<file path="config.mk">
export PLATFORM = sky130hd
export DESIGN_NAME = dpram_port_arbiter
export DESIGN_NICKNAME = d
export VERILOG_FILES = /design/src/rtl/dpram_arb_pkg.sv /design/src/rtl/dpram_port_arbiter_rr_pick.sv /design/src/rtl/dpram_port_arbiter.sv
export SDC_FILE = /design/constraint.sdc
export NUM_CORES = 1
export LEC_CHECK = 0
export BUFFER_PORTS_ARGS = -buffer_cell sky130_fd_sc_hd__buf_2
export CAP_MARGIN = 20
export CORE_ASPECT_RATIO = 2
export CORE_MARGIN = 5
export CORE_UTILIZATION = 46
export DETAILED_ROUTE_END_ITERATION = 16
export GPL_ROUTABILITY_DRIVEN = 0
export HOLD_SLACK_MARGIN = 0.05
export PLACE_DENSITY = 0.93
export SETUP_SLACK_MARGIN = 0.15
export SLEW_MARGIN = 20
export SYNTH_ARGS = -nofsm -noshare
export SYNTH_HDL_FRONTEND = slang
export SYNTH_SLANG_ARGS = --single-unit
</file>
<file path="constraint.sdc">
create_clock -name clk -period 6.02 [get_ports clk]
set_input_delay 0.301 -clock clk [delete_from_list [all_inputs] [get_ports clk]]
set_output_delay 0.301 -clock clk [all_outputs]
set_load 0.005 [all_outputs]
</file>
<file path="src/rtl/dpram_arb_pkg.sv">
// Shared types and helpers for the dual-port RAM port arbiter.
// Holds the FSM encoding and the one-hot check used by assertions.
package dpram_arb_pkg;

  typedef enum logic [1:0] {
    IDLE,
    ISSUE,
    CAPTURE
  } arb_state_t;

  function automatic logic onehot0(input logic [7:0] v);
    return (v & (v - 8'd1)) == 8'd0;
  endfunction

endpackage

</file>
<file path="src/rtl/dpram_port_arbiter_rr_pick.sv">
// Combinational winner search over eligible requesters.
// Round-robin starts after ptr; fixed mode scans from index 0.
module rr_pick
  import dpram_arb_pkg::*;
#(
  parameter int N = 3,
  localparam int IW = $clog2(N)
) (
  input  logic [N-1:0]  eligible,
  input  logic [IW-1:0] ptr,
  input  logic          fixed,
  output logic          valid,
  output logic [IW-1:0] idx
);

  logic [IW-1:0] c;

  // Scan from the last candidate down so the first candidate wins.
  always_comb begin
    valid = 1'b0;
    idx   = '0;
    c     = '0;
    for (int k = N - 1; k >= 0; k--) begin
      c = fixed ? IW'(k)
                : IW'((int'(ptr) + 1 + k) % N);
      if (eligible[c]) begin
        valid = 1'b1;
        idx   = c;
      end
    end
  end

endmodule

</file>
<file path="src/rtl/dpram_port_arbiter.sv">
// Shares one RAM port among NUM_REQ requesters, one access per 3 clk.
// Level req / pulse ack; rdata carries the RAM word for the served access.
module dpram_port_arbiter
  import dpram_arb_pkg::*;
#(
  parameter int NUM_REQ    = 3,
  parameter int ADDR_W     = 10,
  parameter int FIXED_PRIO = 0,
  localparam int IW = $clog2(NUM_REQ)
) (
  input  logic                      clk,
  input  logic                      reset,
  input  logic [NUM_REQ-1:0]        req,
  input  logic [2*NUM_REQ-1:0]      req_we,
  input  logic [ADDR_W*NUM_REQ-1:0] req_addr,
  input  logic [16*NUM_REQ-1:0]     req_data,
  output logic [NUM_REQ-1:0]        ack,
  output logic [15:0]               rdata,
  output logic                      busy,
  output logic [IW-1:0]             grant_idx,
  output logic [ADDR_W-1:0]         ram_addr,
  output logic [1:0]                ram_we,
  output logic [15:0]               ram_data,
  input  logic [15:0]               ram_q
);

  arb_state_t           state_q, state_d;
  logic [IW-1:0]        ptr_q, ptr_d;
  logic [IW-1:0]        grant_q, grant_d;
  logic [NUM_REQ-1:0]   ack_q, ack_d;
  logic [15:0]          rdata_q, rdata_d;
  logic [ADDR_W-1:0]    ram_addr_q, ram_addr_d;
  logic [1:0]           ram_we_q, ram_we_d;
  logic [15:0]          ram_data_q, ram_data_d;

  logic [NUM_REQ-1:0]   eligible;
  logic                 pick_valid;
  logic [IW-1:0]        pick_idx;

  // A requester is masked while its ack is out, so a held req is served once.
  assign eligible = req & ~ack_q;

  rr_pick #(.N(NUM_REQ)) u_pick (
    .eligible (eligible),
    .ptr      (ptr_q),
    .fixed    (FIXED_PRIO != 0),
    .valid    (pick_valid),
    .idx      (pick_idx)
  );

  always_comb begin
    state_d    = state_q;
    ptr_d      = ptr_q;
    grant_d    = grant_q;
    ack_d      = '0;
    rdata_d    = rdata_q;
    ram_addr_d = ram_addr_q;
    ram_we_d   = 2'b00;
    ram_data_d = ram_data_q;
    unique case (state_q)
      IDLE: begin
        if (pick_valid) begin
          grant_d    = pick_idx;
          ptr_d      = pick_idx;
          ram_addr_d = req_addr[pick_idx*ADDR_W +: ADDR_W];
          ram_we_d   = req_we[pick_idx*2 +: 2];
          ram_data_d = req_data[pick_idx*16 +: 16];
          state_d    = ISSUE;
        end
      end
      ISSUE: begin
        state_d = CAPTURE;
      end
      CAPTURE: begin
        rdata_d        = ram_q;
        ack_d[grant_q] = 1'b1;
        state_d        = IDLE;
      end
      default: begin
        state_d = IDLE;
      end
    endcase
  end

  always_ff @(posedge clk) begin
    if (reset) begin
      state_q    <= IDLE;
      ptr_q      <= IW'(NUM_REQ - 1);
      grant_q    <= '0;
      ack_q      <= '0;
      rdata_q    <= '0;
      ram_addr_q <= '0;
      ram_we_q   <= 2'b00;
      ram_data_q <= '0;
    end else begin
      state_q    <= state_d;
      ptr_q      <= ptr_d;
      grant_q    <= grant_d;
      ack_q      <= ack_d;
      rdata_q    <= rdata_d;
      ram_addr_q <= ram_addr_d;
      ram_we_q   <= ram_we_d;
      ram_data_q <= ram_data_d;
    end
  end

  assign ack       = ack_q;
  assign rdata     = rdata_q;
  assign busy      = (state_q != IDLE);
  assign grant_idx = grant_q;
  assign ram_addr  = ram_addr_q;
  assign ram_we    = ram_we_q;
  assign ram_data  = ram_data_q;

  a_ack_onehot0: assert property (
    @(posedge clk) disable iff (reset) onehot0(8'(ack_q)));

  a_grant_range: assert property (
    @(posedge clk) int'(grant_q) < NUM_REQ);

endmodule

</file>
# Yosys cells after proc, flatten, opt, wreduce, memory -nomap -nowiden
# Index checks and enable logic that the tools add are counted.
# word_totals
output_inout_bits	50
inputBits	105
wordCells	53
ff_bits	53
# op_classes
div	3
n_shift	3
bitwise	5
magnitude_cmp	5
mul	1
eq_ne	3
add_sub_neg	3
reduce_logical	6
mux	16
# ops
op	n
remainder unit 32 x 3 -> 32 bit (second input constant)	3
indexed part select 48 x 7 -> 16 bit	1
adder 32 x 2 -> 32 bit (second input constant)	1
indexed part select 30 x 7 -> 10 bit	1
less-than comparator 2 x 3 -> 1 bit (second input constant)	4
2-to-1 mux 2 bit	4
2-to-1 mux 1 bit	7
binary-select mux 1 bit (select 2 bit)	3
indexed part select 6 x 4 -> 2 bit	1
multiplier 2 x 3 -> 5 bit (second input constant)	1
adder 3 x 2 -> 4 bit (second input constant)	1
case mux 2 bit (2 select lines)	1
adder 2 x 1 -> 3 bit (second input constant)	1
AND 3 bit	1
inverter 1 bit	3
inverter 3 bit	1
OR reduction 3 bit	1
demux 1 bit (select 2 bit)	1
== test 2 x 1 -> 1 bit (second input constant)	1
== test 2 bit (second input constant)	1
>= comparator 2 x 1 -> 1 bit (second input constant)	1
logical NOT 2 bit	1
!= test 2 bit (second input constant)	1
AND reduction 2 bit	1
other kinds (3)	3

# Logic depth before layout (Yosys ltp)
# logic_depth
word_depth	10
ltp_mapped	10
mapped_depth_nobuf	8

# Modules after synthesis
# A second synthesis with hierarchy kept.
# unflattened
hier_cells	294
hier_area_um2	2681.3
# modules_own_cells
module	n_inst	area_each_um2	seq_area_each_um2	cells_per_inst
dpram_port_arbiter	1	2411.1	1041.0	260
rr_pick	1	270.3	0.0	34

# Least setup slack after synthesis
# Ideal clock, no wire load.
# synth_path
path_kind	flip-flop to flip-flop
from	register ptr_q[0]
to	register ram_addr_q[0], in the netlist ram_addr[0]
stages_incl_launch_ff	9
path_buffers	2
setup_slack_ps	3758
synth_period_minus_slack_ps	2262
setup_time_ps	88
required_ps	5932
arrival_ps	2174
path_cell_list	dfxtp_1 -> inv_1 -> ha_1 -> maj3_2 -> a2111oi_4 -> nand2b_1 -> buf_2 -> buf_6 -> o32ai_2
# synth_between
elab_chain_len	10
word_cells_on_any_way	21
cone_classes	add/sub: 3; mul: 1; div: 3; shift: 1; mux: 12; reduce/logical: 1
# synth_lines
item	line	text
from (decl)	dpram_port_arbiter.sv:28	logic [IW-1:0] ptr_q, ptr_d;
from (signal assigned)	dpram_port_arbiter.sv:88	ptr_q <= IW'(NUM_REQ - 1);
from (signal assigned)	dpram_port_arbiter.sv:97	ptr_q <= ptr_d;
adder 2 x 1 -> 3 bit (*)	dpram_port_arbiter_rr_pick.sv:25	: IW'((int'(ptr) + 1 + k) % N);
branches (longest 9 deep; another with adder 32 x 2 -> 32 bit)	n/a	
to (signal assigned)	dpram_port_arbiter.sv:101	ram_addr_q <= ram_addr_d;
to (decl)	dpram_port_arbiter.sv:32	logic [ADDR_W-1:0] ram_addr_q, ram_addr_d;
# Every way passes the cells marked *. The select of a mux whose other input is x is not followed.
# A chain may end at the register's enable or synchronous reset.

# Worst setup path after layout
# layout_path
from	register ptr_q[0]
to	register ram_addr_q[6], in the netlist ram_addr[6]
# Same word-level chain as after synthesis.

==> reports/qor.csv <==
stage,metric,value,unit
synth,synth_edf_count,0,
synth,synth_mux_area_share,1.713,%
worst_setup_path,path_class,reg2reg,
outcome,status,"complete, no violations",
cells_and_area,diodes,0,
synth,synth_area,0.002410,mm^2
sta,fmax,0.3519,GHz
cts,cts_sinks,52,
route,drc,0,
sta,setup_slack,3178,ps
sta,fin_worst_skew,7.955,ps
sta,setup-violations-final,0,
cells_and_area,final_common_cell,buf_2,
sta,finalHoldViolations,0,
power_and_ir_drop,p_total,1.283,mW
cts,cts-root-buf,clkbuf_8,
cts,h-tree-depth,2,
route,drt-pass1-iter-count,4,
synth,synth_top_cell_by_area,dfxtp_1,
synth,yosysWarnings,0,
cts,clk_pin_slew_worst_paths,100,ps
floorplan,die_w,61.18,um
global_routing,grt_pass1_vias,2752,
floorplan,start_util,46.90,%
power_and_ir_drop,p_leak,1.526,nW
route,detail_route.wl_per_cell,16.25,um
sta,fin_crit_sh,47.20,%
cts,cts_buffer_depth,2,
worst_setup_path,crit_required,6230,ps
synth,synthSimpleGateAreaFrac,21.13,%
synth,synth_top_area_share,43.20,%
min_path,hold_path_depth,3,
global_routing,grt-ovfl-total,0,
sta,worst_slew_pin_slew,1053,ps
worst_setup_path,cp-start-kind,flop,
cts,hold_buffers,0,
route,ant_nets,0,
floorplan,rows,37,
synth,synth_nets,382,
synth,ys.flop_type,dfxtp_1,
global_routing,grt_usage,22.52,%
global_routing,antenna_found_initial,0,
cts,cts_buffers,5,
cells_and_area,final_nets,521,
floorplan,ioPinCount,155,
min_path,min_path_type,in2reg,
sta,slew_headroom,29.66,%
route,drt-initial-drc-count,101,
cts,cts_tree,yes,
synth,async_reset_ff_share,0,%
worst_setup_path,rr_startpoint,ptr_q[0]$_SDFFE_PP0P_,
synth,synth_fa_ha_area_share,1.506,%
global_routing,grt_max_degree,51,
worst_setup_path,rr_worst_depth,7,
place,portBuffers,154,
sta,period_minus_slack,2842,ps
synth,synth_area_leaders,"dfxtp_1, nand2b_1, o22ai_1",
place,detailed_place_hpwl,5815,um
route,drt-vias-per-instance,5.501,
synth,syn_avg_cell_area,8.763,um^2
synth,ys_ff_latch,52,
synth,synth_xor_area_share,0,%
power_and_ir_drop,pwr_density_cell,392.2,mW/mm^2
sta,rsz0062_at_grt,no,
synth,synth_cell_type_count,37,
worst_setup_path,r2r_end,ram_addr[6]$_SDFFE_PP0P_,
floorplan,dieArea,0.006874,mm^2
cts,insertion_delay,310,ps
cts,post_cts_buffers,0,
route,routed_wl,7688,um
cts,cts_resized,0,
min_path,whs_endpoint,rdata[13]$_SDFFE_PP0N_,
worst_setup_path,arrival,3050,ps
floorplan,die_h,112.4,um
cells_and_area,drive_gt1_share,44.34,%
sta,finalSetupTns,0,ps
cells_and_area,mostFrequentLayoutCells,"buf_2, dfxtp_1, nand2_1",
synth,syn_inst,275,
cells_and_area,syn_to_final_growth,35.77,%
place,pre_cts_ws,3071,ps
flow_run,cap_violations,0,
power_and_ir_drop,ir_drop,0.3438,mV
global_routing,grt_first_pass_wirelength,12050,um
synth,synth_top_family_by_area,compound AO/OA/AOI/OAI gates,
worst_setup_path,crit_path_end_kind,flop,
synth,yosysSeqAreaShare,43.20,%
worst_setup_path,cp_max_fo,15,
synth,synth-compound-area-share,27.05,%
sta,finalMaxSlewViolations,0,
worst_setup_path,reg2reg_slack,3180,ps
floorplan,core_area,0.005139,mm^2
min_path,holdCritStartpoint,ram_q[13],
route,vias,2602,
## layer usage
| metal | vias up | track usage (%) | share of wire (%) |
|---|---|---|---|
| met5 | - | 0 | 0 |
| met4 | 0 | 10.13 | 3.3 |
| met3 | 22 | 5.639 | 7.3 |
| met2 | 125 | 41.87 | 55 |
| met1 | 1191 | 21.49 | 34 |
| li1 | 1264 | - | - |
## registers in the layout, summed over array words and instances (netlist names)
register	cells
ram_data	16
ram_we	2
rdata	16
grant_idx	1
state_q	2
ram_addr	10
ack	3
ptr_q	2
## kinds of logic after synthesis
logic type	Yosys count
multiplexers	4
AND/OR/NAND/NOR	106
flip-flops	52
buffers and inverters	30
AO/OA/AOI/OAI	80
adder cells (fa/ha/maj)	3
## worst max-delay path, stage by stage (launching register included)
cell       delay, ps
dfxtp_1          420
inv_1            100
ha_1             390
maj3_2           350
a2111oi_4        370
nand2b_1         410
buf_4            360
o32ai_1          330
## cell usage after synthesis (all sizes together) (2+ instances only)
cell type   n
ha          2
inv         5
nor4        2
nand2      34
buf         8
nor2       30
or2         3
a211oi      3
nor2b       2
o32ai      26
mux2i       3
o22ai      26
a21oi      19
nand2b     30
nor3b       2
clkbuf     17
dfxtp      52
## worst max-delay path by stage
stage / start / cells past startpoint / end
after detailed placement: ptr_q[0]$_SDFFE_PP0P_ / 6 / ram_addr[0]$_SDFFE_PP0P_
after global placement: ptr_q[0]$_SDFFE_PP0P_ / 6 / ram_addr[0]$_SDFFE_PP0P_
final: ptr_q[0]$_SDFFE_PP0P_ / 7 / ram_addr[6]$_SDFFE_PP0P_
after global routing: ptr_q[0]$_SDFFE_PP0P_ / 7 / ram_addr[6]$_SDFFE_PP0P_
after CTS: ptr_q[0]$_SDFFE_PP0P_ / 6 / ram_addr[6]$_SDFFE_PP0P_
after floorplan: ptr_q[0]$_SDFFE_PP0P_ / 8 / ram_addr[0]$_SDFFE_PP0P_
## per-stage QoR
step	util [%]	instances	hold slack (ps)	area, um^2
4_1_cts	63.38	472	196.7	3257
6_report	63.67	473	210.4	3272
3_3_place_gp	61.43	464	435.3	3157
3_5_place_dp	61.58	464	444.0	3164
5_1_grt	63.67	473	191.5	3272
2_1_floorplan	-	275	427.8	2410
## power by group
part           switching [mW]  leakage (nW)  total [mW]  internal [mW]
Clock                   0.125        0.0404       0.207         0.0826
Sequential             0.0523         0.426       0.492          0.439
Combinational           0.327          1.06       0.584          0.257
Total                   0.504          1.53        1.28          0.779
## layout make-up
class | instances | area (um^2)
Clock buffer | 5 | 68.82
Clock inverter | 3 | 23.77
Fill cell | 458 | 1867
Inverter | 5 | 18.77
Multi-Input combinational cell | 193 | 1246
Sequential cell | 52 | 1041
Tap cell | 58 | 72.57
Timing Repair Buffer | 157 | 800.8
Power figures use the tool's default switching activity.
